**config.mk**
```make
export PLATFORM = sky130hd
export DESIGN_NAME = board_io_ctrl
export DESIGN_NICKNAME = d
export VERILOG_FILES = /design/src/rtl/board_io_pkg.sv /design/src/rtl/switch_debouncer.sv /design/src/rtl/board_io_ctrl.sv
export SDC_FILE = /design/constraint.sdc
export NUM_CORES = 1
export LEC_CHECK = 0
export CAP_MARGIN = 20
export CORE_ASPECT_RATIO = 0.6
export CORE_MARGIN = 2
export CORE_UTILIZATION = 59
export CTS_CLUSTER_DIAMETER = 120
export DETAILED_ROUTE_END_ITERATION = 6
export PLACE_DENSITY_LB_ADDON = 0.05
export SETUP_SLACK_MARGIN = 0.05
export SYNTH_ARGS = -nofsm -noshare
export SYNTH_HDL_FRONTEND = slang
export SYNTH_HIERARCHICAL = 1
export SYNTH_SLANG_ARGS = --single-unit
export TNS_END_PERCENT = 30
```
**constraint.sdc**
```tcl
create_clock -name clk -period 4.4 [get_ports clk]
set_clock_uncertainty 0.1 [all_clocks]
set_input_delay 0.88 -clock clk [delete_from_list [all_inputs] [get_ports clk]]
set_output_delay 0.88 -clock clk [all_outputs]
set_load 0.005 [all_outputs]
```
**src/rtl/board_io_pkg.sv**
```systemverilog
// Shared constants, types and helpers for the board I/O controller.
// Used by board_io_ctrl and switch_debouncer via import board_io_pkg::*.
package board_io_pkg;

    localparam int DEBOUNCE_CYCLES_DEFAULT = 50000;
    localparam int PWM_WIDTH_DEFAULT       = 8;

    // Upper bounds for the duty-slice helper.
    localparam int DUTY_MAX_W = 16;
    localparam int DUTY_BUS_W = 256;

    // Reserved for a register-mapped successor with per-channel LED mode.
    typedef enum logic [1:0] {
        LED_OFF   = 2'd0,
        LED_PWM   = 2'd1,
        LED_BLINK = 2'd2
    } led_mode_t;

    // Extract channel ch (w bits wide) from a packed duty bus.
    function automatic logic [DUTY_MAX_W-1:0] duty_slice(
        input logic [DUTY_BUS_W-1:0] bus,
        input int unsigned           ch,
        input int unsigned           w
    );
        logic [DUTY_MAX_W-1:0] mask;
        mask = (DUTY_MAX_W'(1) << w) - DUTY_MAX_W'(1);
        return DUTY_MAX_W'(bus >> (ch * w)) & mask;
    endfunction

endpackage

```
**src/rtl/switch_debouncer.sv**
```systemverilog
// Single-channel switch synchroniser + debouncer with edge pulses.
// Ports: clk, rst_n (async, active-low), sw_raw in; sw_db, sw_rise, sw_fall out.
module switch_debouncer
    import board_io_pkg::*;
#(
    parameter int SYNC_STAGES     = 2,
    parameter int DEBOUNCE_CYCLES = DEBOUNCE_CYCLES_DEFAULT
) (
    input  logic clk,
    input  logic rst_n,
    input  logic sw_raw,
    output logic sw_db,
    output logic sw_rise,
    output logic sw_fall
);

    localparam int CNT_W = $clog2(DEBOUNCE_CYCLES + 1);
    localparam logic [CNT_W-1:0] CNT_LAST = CNT_W'(DEBOUNCE_CYCLES - 1);

    logic [SYNC_STAGES-1:0] sync_q;
    logic [CNT_W-1:0]       cnt_q;
    logic                   sw_sync;
    logic                   mismatch;
    logic                   accept;

    assign sw_sync = sync_q[SYNC_STAGES-1];

    always_comb begin
        mismatch = sw_sync ^ sw_db;
        // The edge on which the count would reach DEBOUNCE_CYCLES.
        accept   = mismatch && (cnt_q == CNT_LAST);
    end

    always_ff @(posedge clk or negedge rst_n) begin
        if (!rst_n) begin
            sync_q <= '0;
        end else begin
            sync_q <= {sync_q[SYNC_STAGES-2:0], sw_raw};
        end
    end

    always_ff @(posedge clk or negedge rst_n) begin
        if (!rst_n) begin
            cnt_q   <= '0;
            sw_db   <= 1'b0;
            sw_rise <= 1'b0;
            sw_fall <= 1'b0;
        end else begin
            sw_rise <= accept &  sw_sync;
            sw_fall <= accept & ~sw_sync;
            if (!mismatch) begin
                cnt_q <= '0;
            end else if (accept) begin
                cnt_q <= '0;
                sw_db <= sw_sync;
            end else begin
                cnt_q <= cnt_q + CNT_W'(1);
            end
        end
    end

endmodule

```
**src/rtl/board_io_ctrl.sv**
```systemverilog
// Board I/O controller: debounced switches to GPIO, PWM/blink LED drive.
// Ports: sw_raw -> sw_db/sw_rise/sw_fall; led_* GPIO -> led_pin/led_state.
module board_io_ctrl
    import board_io_pkg::*;
#(
    parameter int SW_CHANNELS     = 1,
    parameter int LED_CHANNELS    = 5,
    parameter int SYNC_STAGES     = 2,
    parameter int DEBOUNCE_CYCLES = DEBOUNCE_CYCLES_DEFAULT,
    parameter int PWM_WIDTH       = PWM_WIDTH_DEFAULT,
    parameter int BLINK_DIV_WIDTH = 24
) (
    input  logic                              clk,
    input  logic                              rst_n,
    input  logic [SW_CHANNELS-1:0]            sw_raw,
    output logic [SW_CHANNELS-1:0]            sw_db,
    output logic [SW_CHANNELS-1:0]            sw_rise,
    output logic [SW_CHANNELS-1:0]            sw_fall,
    input  logic [LED_CHANNELS-1:0]           led_dout,
    input  logic [LED_CHANNELS-1:0]           led_oe_n,
    input  logic [LED_CHANNELS*PWM_WIDTH-1:0] led_duty,
    input  logic [LED_CHANNELS-1:0]           led_blink,
    output logic [LED_CHANNELS-1:0]           led_pin,
    output logic [LED_CHANNELS-1:0]           led_state
);

    // ---------------- switches ----------------
    for (genvar g = 0; g < SW_CHANNELS; g++) begin : g_sw
        switch_debouncer #(
            .SYNC_STAGES     (SYNC_STAGES),
            .DEBOUNCE_CYCLES (DEBOUNCE_CYCLES)
        ) u_db (
            .clk     (clk),
            .rst_n   (rst_n),
            .sw_raw  (sw_raw[g]),
            .sw_db   (sw_db[g]),
            .sw_rise (sw_rise[g]),
            .sw_fall (sw_fall[g])
        );
    end

    // ---------------- PWM / blink timebase ----------------
    logic [PWM_WIDTH-1:0]       pwm_cnt_q;
    logic [BLINK_DIV_WIDTH-1:0] blink_div_q;
    logic                       blink_phase_q;
    logic                       pwm_wrap;
    logic                       blink_wrap;

    assign pwm_wrap   = &pwm_cnt_q;
    assign blink_wrap = &blink_div_q;

    always_ff @(posedge clk or negedge rst_n) begin
        if (!rst_n) begin
            pwm_cnt_q     <= '0;
            blink_div_q   <= '0;
            blink_phase_q <= 1'b0;
        end else begin
            pwm_cnt_q   <= pwm_cnt_q + PWM_WIDTH'(1);
            blink_div_q <= blink_div_q + BLINK_DIV_WIDTH'(1);
            if (blink_wrap) begin
                blink_phase_q <= ~blink_phase_q;
            end
        end
    end

    // ---------------- duty latching ----------------
    // Duties only load on the last count of a period so a new value
    // takes effect cleanly at the next period start.
    logic [PWM_WIDTH-1:0] duty_q [LED_CHANNELS];

    always_ff @(posedge clk or negedge rst_n) begin
        if (!rst_n) begin
            for (int i = 0; i < LED_CHANNELS; i++) begin
                duty_q[i] <= '0;
            end
        end else if (pwm_wrap) begin
            for (int i = 0; i < LED_CHANNELS; i++) begin
                duty_q[i] <= PWM_WIDTH'(duty_slice(
                    DUTY_BUS_W'(led_duty), i, PWM_WIDTH));
            end
        end
    end

    // ---------------- LED drive ----------------
    logic [LED_CHANNELS-1:0] pwm_on;
    logic [LED_CHANNELS-1:0] led_next;
    logic [LED_CHANNELS-1:0] led_q;

    always_comb begin
        pwm_on = '0;
        for (int i = 0; i < LED_CHANNELS; i++) begin
            // All-ones duty means fully on, not 2^W-1 of 2^W.
            pwm_on[i] = (&duty_q[i]) || (pwm_cnt_q < duty_q[i]);
        end
    end

    always_comb begin
        led_next = ~led_oe_n & led_dout & pwm_on
                 & (~led_blink | {LED_CHANNELS{blink_phase_q}});
    end

    always_ff @(posedge clk or negedge rst_n) begin
        if (!rst_n) begin
            led_q <= '0;
        end else begin
            led_q <= led_next;
        end
    end

    assign led_pin   = led_q;
    assign led_state = led_q;

endmodule

```
==> impl_metrics.json <==
{
  "status": "completed",
  "vias_per_cell": 5.651,
  "maxSlewViolCount": 0,
  "grt_pass1_wl_mm": 17.43,
  "cts_made_buffers": 9,
  "drv_cap": 0,
  "synth_edf_count": 0,
  "min_path_type": "reg -> reg",
  "grt_start_max_net_pins": 81,
  "clock-sinks": 99,
  "setup_tns_ns": 0,
  "pin_count": 71,
  "dp.final_hpwl_mm": 7.386,
  "worst-path-buf-inv": 0,
  "avgRoutedWirePerCell_um": 16.64,
  "drc": 0,
  "nets": 610,
  "arrival_ns": 2.62,
  "path_delay_family": "simple AND/OR/NAND/NOR gates",
  "reg2reg_setup_slack_ns": 1.90,
  "synthAdderAreaFrac": 0.09246,
  "synth_simple_gate_area_frac": 0.1599,
  "vdd_drop_max_mv": 0.1899,
  "clkLatencyLatePin_ns": 0.34,
  "hold_violations": 0,
  "cp_max_fo": 40,
  "num_vias": 3566,
  "slowest_stage": "and3_2",
  "die_h_um": 76.32,
  "slew_headroom": 0.3605,
  "rows": 26,
  "timing.rr.end": "duty_q[23]",
  "p_comb_frac": 0.046,
  "path_cells": "ha_1, nand2_1, nor2_1, and3_2, mux2_1",
  "drive_above_1_share": 0.06936,
  "rsz0062_at_grt": "false",
  "ctsLongestPathBuffers": 2,
  "p_sw_frac": 0.2148,
  "async_flop_share": 1.000,
  "cts_tree": "built",
  "core_sq_um": 8491,
  "ys_ff_latch": 99,
  "period_share": 0.5682,
  "setup_viol": 0,
  "grt-ovfl-total": 0,
  "synth_top_area_frac": 0.4818,
  "leakagePower_nw": 2.895,
  "drt_iter0_drc": 231,
  "synth_top_area_cell": "dfrtp_1",
  "yosysSeqAreaShare": 0.4818,
  "seq_power_share": 0.509,
  "synth-xor-area-share": 0.07494,
  "crit_path_end_kind": "register",
  "p_int_w": 0.001412,
  "max_stage_delay_ns": 0.86,
  "cts_resized": 0,
  "cts.htree.levels": 3,
  "power.switching_w": 0.0003863,
  "r2r-start": "pwm_cnt_q[0]",
  "initial_core_util": 0.6057,
  "placement.io_buffers": 70,
  "synth_area_sq_um": 5142,
  "synth_top_family_by_area": "simple AND/OR/NAND/NOR gates",
  "synth_compound_area_frac": 0.05012,
  "gp_congestion": 0.8314,
  "startpoint_type": "register",
  "hold_depth": 0,
  "dr.pass1.iters": 4,
  "cts_setup_buffers": 0,
  "hold_buffers": 0,
  "root_buffer": "clkbuf_16",
  "avgSynthCellArea_sq_um": 11.63,
  "syn_to_final_growth_pct": 20.95,
  "yosysUniqueCellTypes": 40,
  "power.share.clock": 0.445,
  "synth_fp_nets": 538,
  "synth.mux.area_fraction": 0.08978,
  "globalRouteTotalUtil": 0.2316,
  "reg2reg_depth": 5,
  "finish.utilization": 0.7325,
  "diodes": 0,
  "syn_inst": 442,
  "synthTopCellsByArea": "dfrtp_1 (48%), ha_1 (9.2%), mux2_1 (9.0%)",
  "cp-endpoint": "duty_q[23]",
  "clkTransAtPathRegs_ns": 0.07,
  "worst_slew_pin_slew_ns": 0.9592,
  "antenna_left": 0,
  "max_freq_mhz": 400.0,
  "antenna_found_initial": 0,
  "dieWidth_um": 124.5,
  "min_period_ns": 2.500,
  "required_ns": 4.52,
  "cp_num_cells": 5,
  "critPathKind": "reg -> reg",
  "die_area_sq_um": 9503,
  "drt_wl_total_mm": 10.50,
  "timing.critical_path.from": "pwm_cnt_q[0]",
  "grt_pass1_vias": 3511,
  "ys_warn_count": 6,
  "synthFlopType": "dfrtp_1",
  "power_density_nw_per_um2": 289.2
}
state kept, by name, summed over array words and instances, names as in the netlist:
name	flops
blink_div_q	24
blink_phase_q	1
duty_q	40
g_sw.u_db/cnt_q	16
g_sw.u_db/sw_db	1
g_sw.u_db/sw_fall	1
g_sw.u_db/sw_rise	1
g_sw.u_db/sync_q	2
led_pin	5
pwm_cnt_q	8
stage by stage:
stage                     area (sq um)  cells  worst slack, ns  hold slack [ns]  total power, W
final                             6220    631            1.900           0.2499        0.001799
after detailed placement          5888    614            1.901           0.2347        0.001014
after floorplan                   5142    442            2.588           0.2312       0.0009430
after CTS                         6192    630            1.886           0.2509        0.001814
after global routing              6220    631            1.664           0.2676        0.001861
after global placement            5888    614            1.992           0.2350        0.001013
per-layer routing:
layer / share of wire / global-route usage / up-vias
met3: 0.051 / 0.06882 / 16
met2: 0.42 / 0.3339 / 96
met4: 0.015 / 0.06292 / 0
met5: 0 / 0 / -
li1: - / - / 1700
met1: 0.51 / 0.3427 / 1754
power groups by stage:
stage | Clock (W) | Combinational, W | Sequential [W]
4_1_cts | 0.000817 | 0.0000818 | 0.000915
5_1_grt | 0.000854 | 0.0000915 | 0.000915
2_1_floorplan | 0 | 0.0000104 | 0.000933
3_5_place_dp | 0 | 0.0000813 | 0.000933
3_3_place_gp | 0 | 0.0000803 | 0.000933
6_report | 0.000800 | 0.0000832 | 0.000915
placed cells by master, fill, tap and decap left out, types with 2 or more instances in the layout:
cell type and count:
a2111oi_0 5, a21o_1 9, a21oi_1 5, and3_1 5
and4_1 2, and4bb_2 2, buf_4 2, clkbuf_16 9
clkdlybuf4s50_1 69, clkinv_4 3, dfrtp_1 99, ha_1 38
inv_1 43, mux2_1 41, nand2_1 10, nand2b_1 5
nand3_1 19, nand4_1 17, nand4_4 2, nor2_1 34
nor2b_1 5, nor3_1 8, nor3b_1 3, nor4_1 4
nor4_2 2, nor4_4 3, o2111ai_1 4, o21ai_0 6
o41ai_1 4, xnor2_1 30, xor2_1 14
cells in the mapped netlist (2+ instances only):
library cell / number
mux2_1: 41
and3_1: 6
nand2_1: 10
nor3b_1: 3
buf_4: 6
nor4_2: 2
o21ai_0: 6
nand2b_1: 5
nor4_4: 3
a21oi_1: 5
a21o_1: 9
buf_6: 5
xor2_1: 14
and4bb_2: 2
nand4_1: 17
inv_1: 43
nand3_1: 19
nor2b_1: 5
dfrtp_1: 99
a2111oi_0: 5
xnor2_1: 30
nand4_4: 2
o41ai_1: 4
ha_1: 38
nor3_1: 8
nor2_1: 34
o2111ai_1: 4
and4_1: 2
nor4_1: 4
cell type report:
type                            instances  area (sq um)
Timing Repair Buffer                   72         733.2
Clock inverter                          6         75.07
Fill cell                             593          2271
Sequential cell                        99          2477
Multi-Input combinational cell        289          2404
Clock buffer                           10         229.0
Tap cell                              112         140.1
Inverter                               43         161.4
worst min-delay path by stage:
stage,startpoint,endpoint,slack [ns]
global placement,g_sw[0].u_db/sync_q[0],g_sw[0].u_db/sync_q[1],0.24
detailed placement,g_sw[0].u_db/sync_q[0],g_sw[0].u_db/sync_q[1],0.23
floorplan,g_sw[0].u_db/sync_q[0],g_sw[0].u_db/sync_q[1],0.23
finish,g_sw[0].u_db/sync_q[0],g_sw[0].u_db/sync_q[1],0.25
CTS,g_sw[0].u_db/sync_q[0],g_sw[0].u_db/sync_q[1],0.25
global route,rst_n,duty_q[12],0.27
kinds of logic (layout without fill, tap and decap cells):
| family | after synthesis | after routing |
|---|---|---|
| flops | 99 | 99 |
| compound gates | 36 | 36 |
| buf+inv | 54 | 131 |
| xor+xnor | 44 | 44 |
| fa+ha+maj | 38 | 38 |
| mux | 41 | 41 |
| simple gates | 130 | 130 |
(Power assumes the default switching activity.)
